<file path="src/rtl/mic_channel_mixer.sv">
// N-channel mic mixer: per-channel gain and L/R pan, sequential accumulate, saturate to a stereo pair.
// Optional peak meter output (peak_level) enabled by defining MIC_MIXER_PEAK_EN.
module mic_channel_mixer #(
  parameter int NUM_CH = 8,
  parameter int DATA_W = 32,
  parameter int GAIN_W = 16
) (
  input  logic                       clk,
  input  logic                       reset,
  input  logic                       in_valid,
  output logic                       in_ready,
  input  logic [NUM_CH*DATA_W-1:0]   in_data,
  input  logic [NUM_CH*GAIN_W-1:0]   gain,
  input  logic [NUM_CH-1:0]          pan_right,
  output logic                       out_valid,
  input  logic                       out_ready,
  output logic [DATA_W-1:0]          out_left,
  output logic [DATA_W-1:0]          out_right,
  output logic                       overflow,
  input  logic                       clear_overflow
`ifdef MIC_MIXER_PEAK_EN
  ,
  output logic [DATA_W-2:0]          peak_level
`endif
);

  localparam int IDX_W  = (NUM_CH > 1) ? $clog2(NUM_CH) : 1;
  localparam int PROD_W = DATA_W + GAIN_W + 1;
  localparam int ACC_W  = DATA_W + GAIN_W + $clog2(NUM_CH) + 1;
  localparam logic signed [ACC_W-1:0] SAT_MAX = ACC_W'({1'b0, {(DATA_W-1){1'b1}}});
  localparam logic signed [ACC_W-1:0] SAT_MIN = ~SAT_MAX;
  localparam logic [IDX_W-1:0] LAST_IDX = IDX_W'(NUM_CH - 1);

  typedef enum logic [1:0] {
    S_IDLE  = 2'd0,
    S_ACCUM = 2'd1,
    S_SAT   = 2'd2,
    S_OUT   = 2'd3
  } state_t;

  // Signed sample times unsigned Q1.x gain, floored back to sample scale.
  function automatic logic signed [ACC_W-1:0] scale_sample(input logic signed [DATA_W-1:0] s,
                                                          input logic [GAIN_W-1:0] g);
    logic signed [PROD_W-1:0] s_ext;
    logic signed [PROD_W-1:0] g_ext;
    logic signed [PROD_W-1:0] prod;
    s_ext = PROD_W'(s);
    g_ext = $signed(PROD_W'(g));
    prod  = (s_ext * g_ext) >>> (GAIN_W - 1);
    return ACC_W'(prod);
  endfunction

  function automatic logic [DATA_W-1:0] saturate(input logic signed [ACC_W-1:0] a);
    logic [DATA_W-1:0] r;
    if (a > SAT_MAX) begin
      r = SAT_MAX[DATA_W-1:0];
    end else if (a < SAT_MIN) begin
      r = SAT_MIN[DATA_W-1:0];
    end else begin
      r = a[DATA_W-1:0];
    end
    return r;
  endfunction

  function automatic logic clipped(input logic signed [ACC_W-1:0] a);
    return (a > SAT_MAX) || (a < SAT_MIN);
  endfunction

  state_t                   state_q, state_d;
  logic                     in_ready_q, in_ready_d;
  logic                     out_valid_q, out_valid_d;
  logic [DATA_W-1:0]        out_left_q, out_left_d;
  logic [DATA_W-1:0]        out_right_q, out_right_d;
  logic                     overflow_q, overflow_d;
  logic signed [ACC_W-1:0]  acc_l_q, acc_l_d;
  logic signed [ACC_W-1:0]  acc_r_q, acc_r_d;
  logic [IDX_W-1:0]         idx_q, idx_d;
  logic [DATA_W-1:0]        samp_q [NUM_CH];
  logic [DATA_W-1:0]        samp_d [NUM_CH];
  logic [GAIN_W-1:0]        gain_q [NUM_CH];
  logic [GAIN_W-1:0]        gain_d [NUM_CH];
  logic [NUM_CH-1:0]        pan_q, pan_d;

  logic signed [ACC_W-1:0]  cur_s;
  logic [DATA_W-1:0]        sat_l_s;
  logic [DATA_W-1:0]        sat_r_s;
  logic                     clip_s;

  // Per-cycle datapath: scaled term for the current channel and saturated views of the accumulators.
  always_comb begin
    cur_s   = scale_sample($signed(samp_q[idx_q]), gain_q[idx_q]);
    sat_l_s = saturate(acc_l_q);
    sat_r_s = saturate(acc_r_q);
    clip_s  = clipped(acc_l_q) || clipped(acc_r_q);
  end

  // Next-state logic for the frame FSM and its datapath registers.
  always_comb begin
    state_d     = state_q;
    out_left_d  = out_left_q;
    out_right_d = out_right_q;
    acc_l_d     = acc_l_q;
    acc_r_d     = acc_r_q;
    idx_d       = idx_q;
    samp_d      = samp_q;
    gain_d      = gain_q;
    pan_d       = pan_q;
    case (state_q)
      S_IDLE: begin
        if (in_valid && in_ready_q) begin
          for (int k = 0; k < NUM_CH; k++) begin
            samp_d[k] = in_data[k*DATA_W +: DATA_W];
            gain_d[k] = gain[k*GAIN_W +: GAIN_W];
          end
          pan_d   = pan_right;
          acc_l_d = '0;
          acc_r_d = '0;
          idx_d   = '0;
          state_d = S_ACCUM;
        end else begin
          state_d = S_IDLE;
        end
      end
      S_ACCUM: begin
        if (pan_q[idx_q]) begin
          acc_r_d = acc_r_q + cur_s;
        end else begin
          acc_l_d = acc_l_q + cur_s;
        end
        if (idx_q == LAST_IDX) begin
          state_d = S_SAT;
        end else begin
          idx_d = idx_q + IDX_W'(1);
        end
      end
      S_SAT: begin
        out_left_d  = sat_l_s;
        out_right_d = sat_r_s;
        state_d     = S_OUT;
      end
      S_OUT: begin
        if (out_ready) begin
          state_d = S_IDLE;
        end else begin
          state_d = S_OUT;
        end
      end
      default: begin
        state_d = S_IDLE;
      end
    endcase
    in_ready_d  = (state_d == S_IDLE);
    out_valid_d = (state_d == S_OUT);
  end

  // Sticky overflow: a new clip in SAT outranks a same-cycle clear.
  always_comb begin
    if ((state_q == S_SAT) && clip_s) begin
      overflow_d = 1'b1;
    end else if (clear_overflow) begin
      overflow_d = 1'b0;
    end else begin
      overflow_d = overflow_q;
    end
  end

  // State and datapath registers.
  always_ff @(posedge clk) begin
    if (reset) begin
      state_q     <= S_IDLE;
      in_ready_q  <= 1'b1;
      out_valid_q <= 1'b0;
      out_left_q  <= '0;
      out_right_q <= '0;
      overflow_q  <= 1'b0;
      acc_l_q     <= '0;
      acc_r_q     <= '0;
      idx_q       <= '0;
      pan_q       <= '0;
      for (int k = 0; k < NUM_CH; k++) begin
        samp_q[k] <= '0;
        gain_q[k] <= '0;
      end
    end else begin
      state_q     <= state_d;
      in_ready_q  <= in_ready_d;
      out_valid_q <= out_valid_d;
      out_left_q  <= out_left_d;
      out_right_q <= out_right_d;
      overflow_q  <= overflow_d;
      acc_l_q     <= acc_l_d;
      acc_r_q     <= acc_r_d;
      idx_q       <= idx_d;
      pan_q       <= pan_d;
      samp_q      <= samp_d;
      gain_q      <= gain_d;
    end
  end

  assign in_ready  = in_ready_q;
  assign out_valid = out_valid_q;
  assign out_left  = out_left_q;
  assign out_right = out_right_q;
  assign overflow  = overflow_q;

`ifdef MIC_MIXER_PEAK_EN
  // Magnitude of a saturated sample; the most negative value folds onto the positive maximum.
  function automatic logic [DATA_W-2:0] abs_sat(input logic [DATA_W-1:0] x);
    logic [DATA_W-1:0] neg;
    logic [DATA_W-2:0] r;
    neg = -x;
    if (!x[DATA_W-1]) begin
      r = x[DATA_W-2:0];
    end else if (x[DATA_W-2:0] == '0) begin
      r = '1;
    end else begin
      r = neg[DATA_W-2:0];
    end
    return r;
  endfunction

  logic [DATA_W-2:0] peak_q, peak_d;
  logic [DATA_W-2:0] abs_l_s, abs_r_s;

  // Peak tracker: update in SAT outranks a same-cycle clear.
  always_comb begin
    abs_l_s = abs_sat(sat_l_s);
    abs_r_s = abs_sat(sat_r_s);
    if (state_q == S_SAT) begin
      peak_d = (abs_l_s > peak_q) ? abs_l_s : peak_q;
      peak_d = (abs_r_s > peak_d) ? abs_r_s : peak_d;
    end else if (clear_overflow) begin
      peak_d = '0;
    end else begin
      peak_d = peak_q;
    end
  end

  // Peak register.
  always_ff @(posedge clk) begin
    if (reset) begin
      peak_q <= '0;
    end else begin
      peak_q <= peak_d;
    end
  end

  assign peak_level = peak_q;
`endif

endmodule

</file>
<file path="config.mk">
export PLATFORM = sky130hd
export DESIGN_NAME = mic_channel_mixer
export DESIGN_NICKNAME = d
export VERILOG_FILES = /design/src/rtl/mic_channel_mixer.sv
export SDC_FILE = /design/constraint.sdc
export NUM_CORES = 2
export LEC_CHECK = 0
export ABC_AREA = 1
export CAP_MARGIN = 40
export CELL_PAD_IN_SITES_DETAIL_PLACEMENT = 2
export CELL_PAD_IN_SITES_GLOBAL_PLACEMENT = 2
export CORE_AREA = 4 4 283 493
export DETAILED_ROUTE_END_ITERATION = 7
export DIE_AREA = 0 0 287 497
export HOLD_SLACK_MARGIN = 0.12
export PLACE_DENSITY = 0.95
export SLEW_MARGIN = 0
export SYNTH_ARGS = -nofsm -noshare
export SYNTH_HDL_FRONTEND = slang
export SYNTH_SLANG_ARGS = --single-unit
</file>
<file path="constraint.sdc">
create_clock -name clk -period 21.3 [get_ports clk]
set_input_delay 3.195 -clock clk [delete_from_list [all_inputs] [get_ports clk]]
set_output_delay 3.195 -clock clk [all_outputs]
set_load 0.02 [all_outputs]
</file>
# After elaboration in Yosys (flattened, before gate mapping)
# Index checks and enable logic that the tools add are counted.
[totals]
regBits = 568
inputBits = 397
out_inout_bits = 67
elab_cells = 85
[classes]
n_addsub = 3
n_mul = 1
n_lt_le_gt_ge = 6
eq_ne = 9
muxes = 26
bitwise_logic = 1
n_reduce_logical = 13
[ops]
columns = ["operator", "n"]
rows = [
  ["52-bit case mux with 2 select lines", 2],
  ["32-bit two-way mux", 6],
  ["52-bit two-way mux", 3],
  ["52-bit by 34-bit adder with 52-bit output", 2],
  ["52-bit by 32-bit > comparator with 1-bit output, second input constant", 2],
  ["52-bit by 32-bit < comparator with 1-bit output, second input constant", 2],
  ["32-bit binary-select mux with 3-bit select", 1],
  ["32-bit by 17-bit multiplier with 49-bit output", 1],
  ["16-bit binary-select mux with 3-bit select", 1],
  ["16-bit two-way mux", 2],
  ["3-bit AND reduction", 3],
  ["2-bit != test, second input constant", 4],
  ["2-bit case mux with 4 select lines", 1],
  ["2-bit == test, second input constant", 3],
  ["3-bit two-way mux", 2],
  ["3-bit case mux with 2 select lines", 1],
  ["4-bit greater-or-equal comparator, second input constant", 1],
  ["2-bit logical NOT", 2],
  ["3-bit by 4-bit < comparator with 1-bit output, second input constant", 1],
  ["1-bit two-way mux", 4],
  ["2-bit two-way mux", 2],
  ["3-bit NOT with 4-bit output", 1],
  ["2-bit nonzero test", 2],
  ["3-bit by 1-bit adder with 3-bit output, second input constant", 1],
  ["6 further kinds", 9],
]

# Logic depth before layout (Yosys ltp)
[depth]
ltp_word = 8
ltp_mapped = 49
ltp_nobuf = 46

# Worst setup path after synthesis
# Ideal clock, no wire load.
[synth_timing]
kind = "register -> register"
startpoint = "reg idx_q[0]"
endpoint = "reg acc_l_q[35]"
setup_ps = 132
t_arrival_ps = 8273
required_ps = 21168
slack_ps = 12895
stages_incl_launch_ff = 41
path_buffers = 4
period_less_slack_ps = 8405
path_cell_list = "dfxtp_1 > buf_6 > buf_6 > buf_6 > buf_6 > nor2_1 > o32ai_1 > nand2_1 > o21ai_2 > inv_2 > nor2_1 > inv_1 > fa_1 > fa_1 > inv_1 > fa_1 > fa_1 > fa_1 > [... 5 more ...] > inv_1 > nand2_1 > nor3_1 > nand2_1 > nor2_1 > nand2_1 > nand4_1 > nand2_2 > ha_1 > a21o_1 > a21oi_1 > o21a_1 > o21ai_0 > a21oi_1 > nand2_1 > or2_2 > nand3_1 > a21oi_1"
[synth_between]
elab_chain_cells = 8
word_cells_on_any_way = 15
cone_classes = "1 x add/sub; 1 x mul; 1 x eq/ne; 10 x mux; 1 x bitwise; 1 x reduce/logical"
[synth_rtl]
columns = ["element", "line", "rtl"]
rows = [
  ["start, declared", "77", "logic [IDX_W-1:0] idx_q, idx_d;"],
  ["start signal, assigned", "193", "idx_q <= idx_d;"],
  ["3-bit NOT with 4-bit output (not written as such)", "91", "cur_s = scale_sample($signed(samp_q[idx_q]), gain_q[idx_q]);"],
  ["32-bit binary-select mux with 3-bit select or 16-bit binary-select mux with 3-bit select (tied branches)", "91", ""],
  ["32-bit two-way mux (not written as such) or 16-bit two-way mux (tied branches) (2 in a row)", "91", ""],
  ["32-bit by 17-bit multiplier with 49-bit output", "49", "prod = (s_ext * g_ext) >>> (GAIN_W - 1);"],
  ["52-bit by 34-bit adder with 52-bit output", "128", "acc_l_d = acc_l_q + cur_s;"],
  ["52-bit two-way mux", "125", "if (pan_q[idx_q]) begin"],
  ["52-bit case mux with 2 select lines", "108", "case (state_q)"],
  ["end signal, assigned", "191", "acc_l_q <= acc_l_d;"],
  ["end, declared", "75", "logic signed [ACC_W-1:0] acc_l_q, acc_l_d;"],
]
# Parallel ways exist; a longest one is shown, timed or not. The select of a mux whose other input is x is not followed.
# A chain may end at the register's enable or synchronous reset.

# Final worst setup path
[layout_timing]
startpoint = "reg idx_q[0]"
endpoint = "reg acc_r_q[47]"
[layout_between]
elab_chain_cells = 8
word_cells_on_any_way = 15
cone_classes = "1 x add/sub; 1 x mul; 1 x eq/ne; 10 x mux; 1 x bitwise; 1 x reduce/logical"
[layout_rtl]
columns = ["element", "line", "rtl"]
rows = [
  ["3-bit NOT with 4-bit output (not written as such)", "91", ""],
  ["32-bit binary-select mux with 3-bit select or 16-bit binary-select mux with 3-bit select (tied branches)", "91", ""],
  ["32-bit two-way mux (not written as such) or 16-bit two-way mux (tied branches) (2 in a row)", "91", ""],
  ["32-bit by 17-bit multiplier with 49-bit output", "49", ""],
  ["52-bit by 34-bit adder with 52-bit output", "126", "acc_r_d = acc_r_q + cur_s;"],
  ["52-bit two-way mux", "125", ""],
  ["52-bit case mux with 2 select lines", "108", ""],
  ["end signal, assigned", "192", "acc_r_q <= acc_r_d;"],
  ["end, declared", "76", "logic signed [ACC_W-1:0] acc_r_q, acc_r_d;"],
]
# Parallel ways exist; a longest one is shown, timed or not. The select of a mux whose other input is x is not followed.

==> parameters.txt <==
Parameter                              Value

Routing
  Wirelength, routed ... 336,000 um
  Pre-antenna DRT Iters ... 8
  Remaining routing DRC violations ... 1
  Vias per std cell ... 6.31
  Vias ... 57,000
  Starting DRC count in detailed routing ... 5,957
  Avg WL per Cell ... 37.2 um
  DRT antenna net count ... 0

STA
  Pins over their slew limit ... 0
  Ratio of final minimum period to clock period ... 66.0%
  Final critical delay including setup and external delays ... 14.06 ns
  RSZ-0062 raised after global routing ... no
  Worst-case clock skew ... 0.0556 ns
  Final-layout setup total negative slack ... 0 ns
  Number of endpoints with negative hold slack in the final report ... 0
  Rel. slew slack ... 2.62%
  F_max ... 0.0711 GHz
  Hold slack ... 0.490 ns
  Final setup fails ... 0
  Min setup slack post-route ... 7.24 ns
  Transition time of the tightest slew-check pin ... 1.46 ns

Worst setup path
  Setup slack on the worst flop-to-flop path ... 7.24 ns
  Kind of critical path ... reg2reg
  Cell with the biggest individual delay on the critical path ... fa_1
  Delay of the slowest cell on the worst path ... 1.15 ns
  Crit-path max FO ... 81
  Cell class contributing the biggest share of worst-path delay ... adder cells
  Most numerous cell on the critical path ... nand2_1
  Total buffers and inverters traversed by the critical path ... 12
  Startpoint of the lowest-slack register-to-register path ... idx_q[0]$_SDFFE_PP0P_
  Data required time at the worst endpoint ... 21.85 ns
  CP endpoint kind ... flip-flop
  FF-to-FF End ... acc_r_q[47]$_SDFFE_PP0P_
  Crit start category ... flip-flop
  Data arrival time of the critical path ... 14.61 ns
  Worst reg2reg path depth ... 42

Die
  Initial Utilization ... 35.7%
  Core region area ... 136,000 um^2
  Total I/O pin count ... 464
  Die extent in x ... 287 um
  Total die area ... 143,000 um^2
  Count of standard-cell rows ... 179
  Vertical extent of the die ... 497 um

Worst hold path
  Start point of the worst hold path ... out_left[31]$_SDFFE_PP0P_
  Worst min-delay path category ... reg2reg
  End point of the most critical hold path ... out_left[31]$_SDFFE_PP0P_
  WHS Path Cells ... 2

Logic synthesis
  Top cell type's share of synthesized area ... 23.4%
  Number of synthesized register bits ... 568
  Synthesized area divided by synthesized cell count ... 7.06 um^2
  Seq/Total Area, Yosys ... 23.4%
  Number of flops mapped to enable cells by yosys ... 0
  Post-synthesis cell type with the largest combined area ... dfxtp_1
  Synth Net Count ... 8,000
  Commonest cells in the synthesized netlist ... 1,592 x nor2_1, 981 x nand2_1, 947 x inv_1, 726 x o21ai_0, 568 x dfxtp_1
  Top cells by area, synth ... dfxtp_1 23%, fa_1 20%, nor2_1 12%
  Dominant synthesized flop cell ... dfxtp_1
  Gate count after technology mapping ... 6,875
  Fraction of synthesis flops using an asynchronous set or reset pin ... 0%
  Synthesized cell area ... 48,500 um^2
  Yosys cell types ... 51
  Synth warn ... 0
  Count leader, synth ... nor2_1

CTS
  Clock buffers created by TritonCTS ... 59
  CTS clk-pin slew, worst paths ... 0.08 ns
  Gates resized, CTS repair ... 0
  Clock insertion delay at the later pin of the skew report ... 0.75 ns
  Number of buffers inserted by hold repair at cts ... 0
  Clock tree from TritonCTS ... done
  H-Tree Level Count ... 2
  Clock sink total ... 568
  Clk root buf ... clkbuf_16
  Number of setup buffers added after CTS ... 0
  Buffer levels on the longest clock path ... 3

GRT
  Initial antenna violation count ... 28
  Met1 layer usage reported by global route ... 41.3%
  GR Overflow Total ... 0
  Global routing usage on met2 ... 73.2%
  Busiest metal layer after global routing ... met2
  Number of global-route vias before repair ... 64,300
  Global Route met3 Usage ... 18.4%
  Wire length of the first global-routing pass ... 468,000 um
  Maximum number of pins on one net before global-route repair ... 177
  Total GRT Usage ... 45.1%

Placed design
  Worst slack at placement ... 8.35 ns
  Final HPWL DP ... 217,000 um
  RD Place Congestion ... 0.941
  PortBufs ... 463

Outcome
  Run status ... finished with violations
  Violations in the final reports ... DRC

Cells and area
  Area overhead of the layout relative to synthesis ... 17.6%
  Fraction of layout instances using a drive strength above 1 ... 4.11%
  NumNets Final ... 8,284
  Core occupancy in the finished layout ... 42.0%

Flow run
  Max_cap viols ... 0
-- worst max path at each step --
stage / startpoint / endpoint / depth (start not counted)
after floorplan: idx_q[0]$_SDFFE_PP0P_ / acc_l_q[35]$_SDFFE_PP0P_ / 40
after global placement: idx_q[0]$_SDFFE_PP0P_ / acc_l_q[43]$_SDFFE_PP0P_ / 39
after detailed placement: idx_q[0]$_SDFFE_PP0P_ / acc_r_q[47]$_SDFFE_PP0P_ / 40
after CTS: idx_q[0]$_SDFFE_PP0P_ / acc_r_q[47]$_SDFFE_PP0P_ / 42
after global routing: idx_q[0]$_SDFFE_PP0P_ / acc_r_q[47]$_SDFFE_PP0P_ / 42
final: idx_q[0]$_SDFFE_PP0P_ / acc_r_q[47]$_SDFFE_PP0P_ / 42
-- final cells by class --
cell class	instances	area, um^2
Clock inverter	27	400
Timing Repair Buffer	545	5440
Antenna cell	15	37.5
Tap cell	1810	2260
Inverter	972	3670
Fill cell	15900	78700
Multi-Input combinational cell	5013	32100
Sequential cell	568	11400
Clock buffer	83	1740
-- sequential cells by signal, summed over array words and instances, names as in the netlist --
| signal | cells |
|---|---|
| state_q | 2 |
| gain_q | 128 |
| overflow | 1 |
| out_valid | 1 |
| idx_q | 3 |
| acc_r_q | 52 |
| out_left | 32 |
| out_right | 32 |
| pan_q | 8 |
| acc_l_q | 52 |
| in_ready | 1 |
| samp_q | 256 |
-- layout by cell type, fill, tap and decap left out, types with 24 or more instances in the layout --
cell type / count
o21ai_0: 721
inv_1: 945
nor3_1: 38
buf_4: 67
dfxtp_1: 566
o21ai_1: 27
or2_2: 38
nor2_1: 1590
fa_1: 489
nand4_1: 30
clkdlybuf4s50_1: 462
nand2_1: 981
o21ai_2: 24
ha_1: 239
a21oi_1: 397
o32ai_1: 95
nand3_1: 152
clkbuf_16: 60
-- worst min-delay path, cell delays in order (launching register included) --
cell and delay [ns]:
dfxtp_1 0.32, nand2_1 0.07, a21oi_1 0.05
-- logic make-up (layout without fill, tap and decap cells) --
family                   Yosys count  after routing  share of synthesized area, %
buffers and inverters           1294           1627                          10.5
flip-flops                       568            568                          23.4
adder cells (fa/ha/maj)          728            728                          26.3
AND/OR/NAND/NOR                 2872           2872                          23.3
other                              0             15                             0
AO/OA/AOI/OAI                   1374           1374                          15.7
XOR/XNOR                          39             39                         0.704
-- layer usage --
| metal | vias to the layer above | routed length [um] |
|---|---|---|
| met3 | 2319 | 33400 |
| met1 | 28100 | 103000 |
| met2 | 4351 | 153000 |
| met4 | 38 | 45500 |
| li1 | 22200 | - |
| met5 | - | 1090 |
-- per-stage QoR --
| step | instances | instance area, um^2 |
|---|---|---|
| 2_1_floorplan | 6875 | 48500 |
| 3_3_place_gp | 8887 | 54500 |
| 3_5_place_dp | 8900 | 54800 |
| 4_1_cts | 9010 | 56900 |
| 5_1_grt | 9024 | 57000 |
| 6_report | 9033 | 57100 |
Power is left out: the tool's default activity adds up to more than one toggle a clock period on the data nets, which glitch-free logic cannot reach.
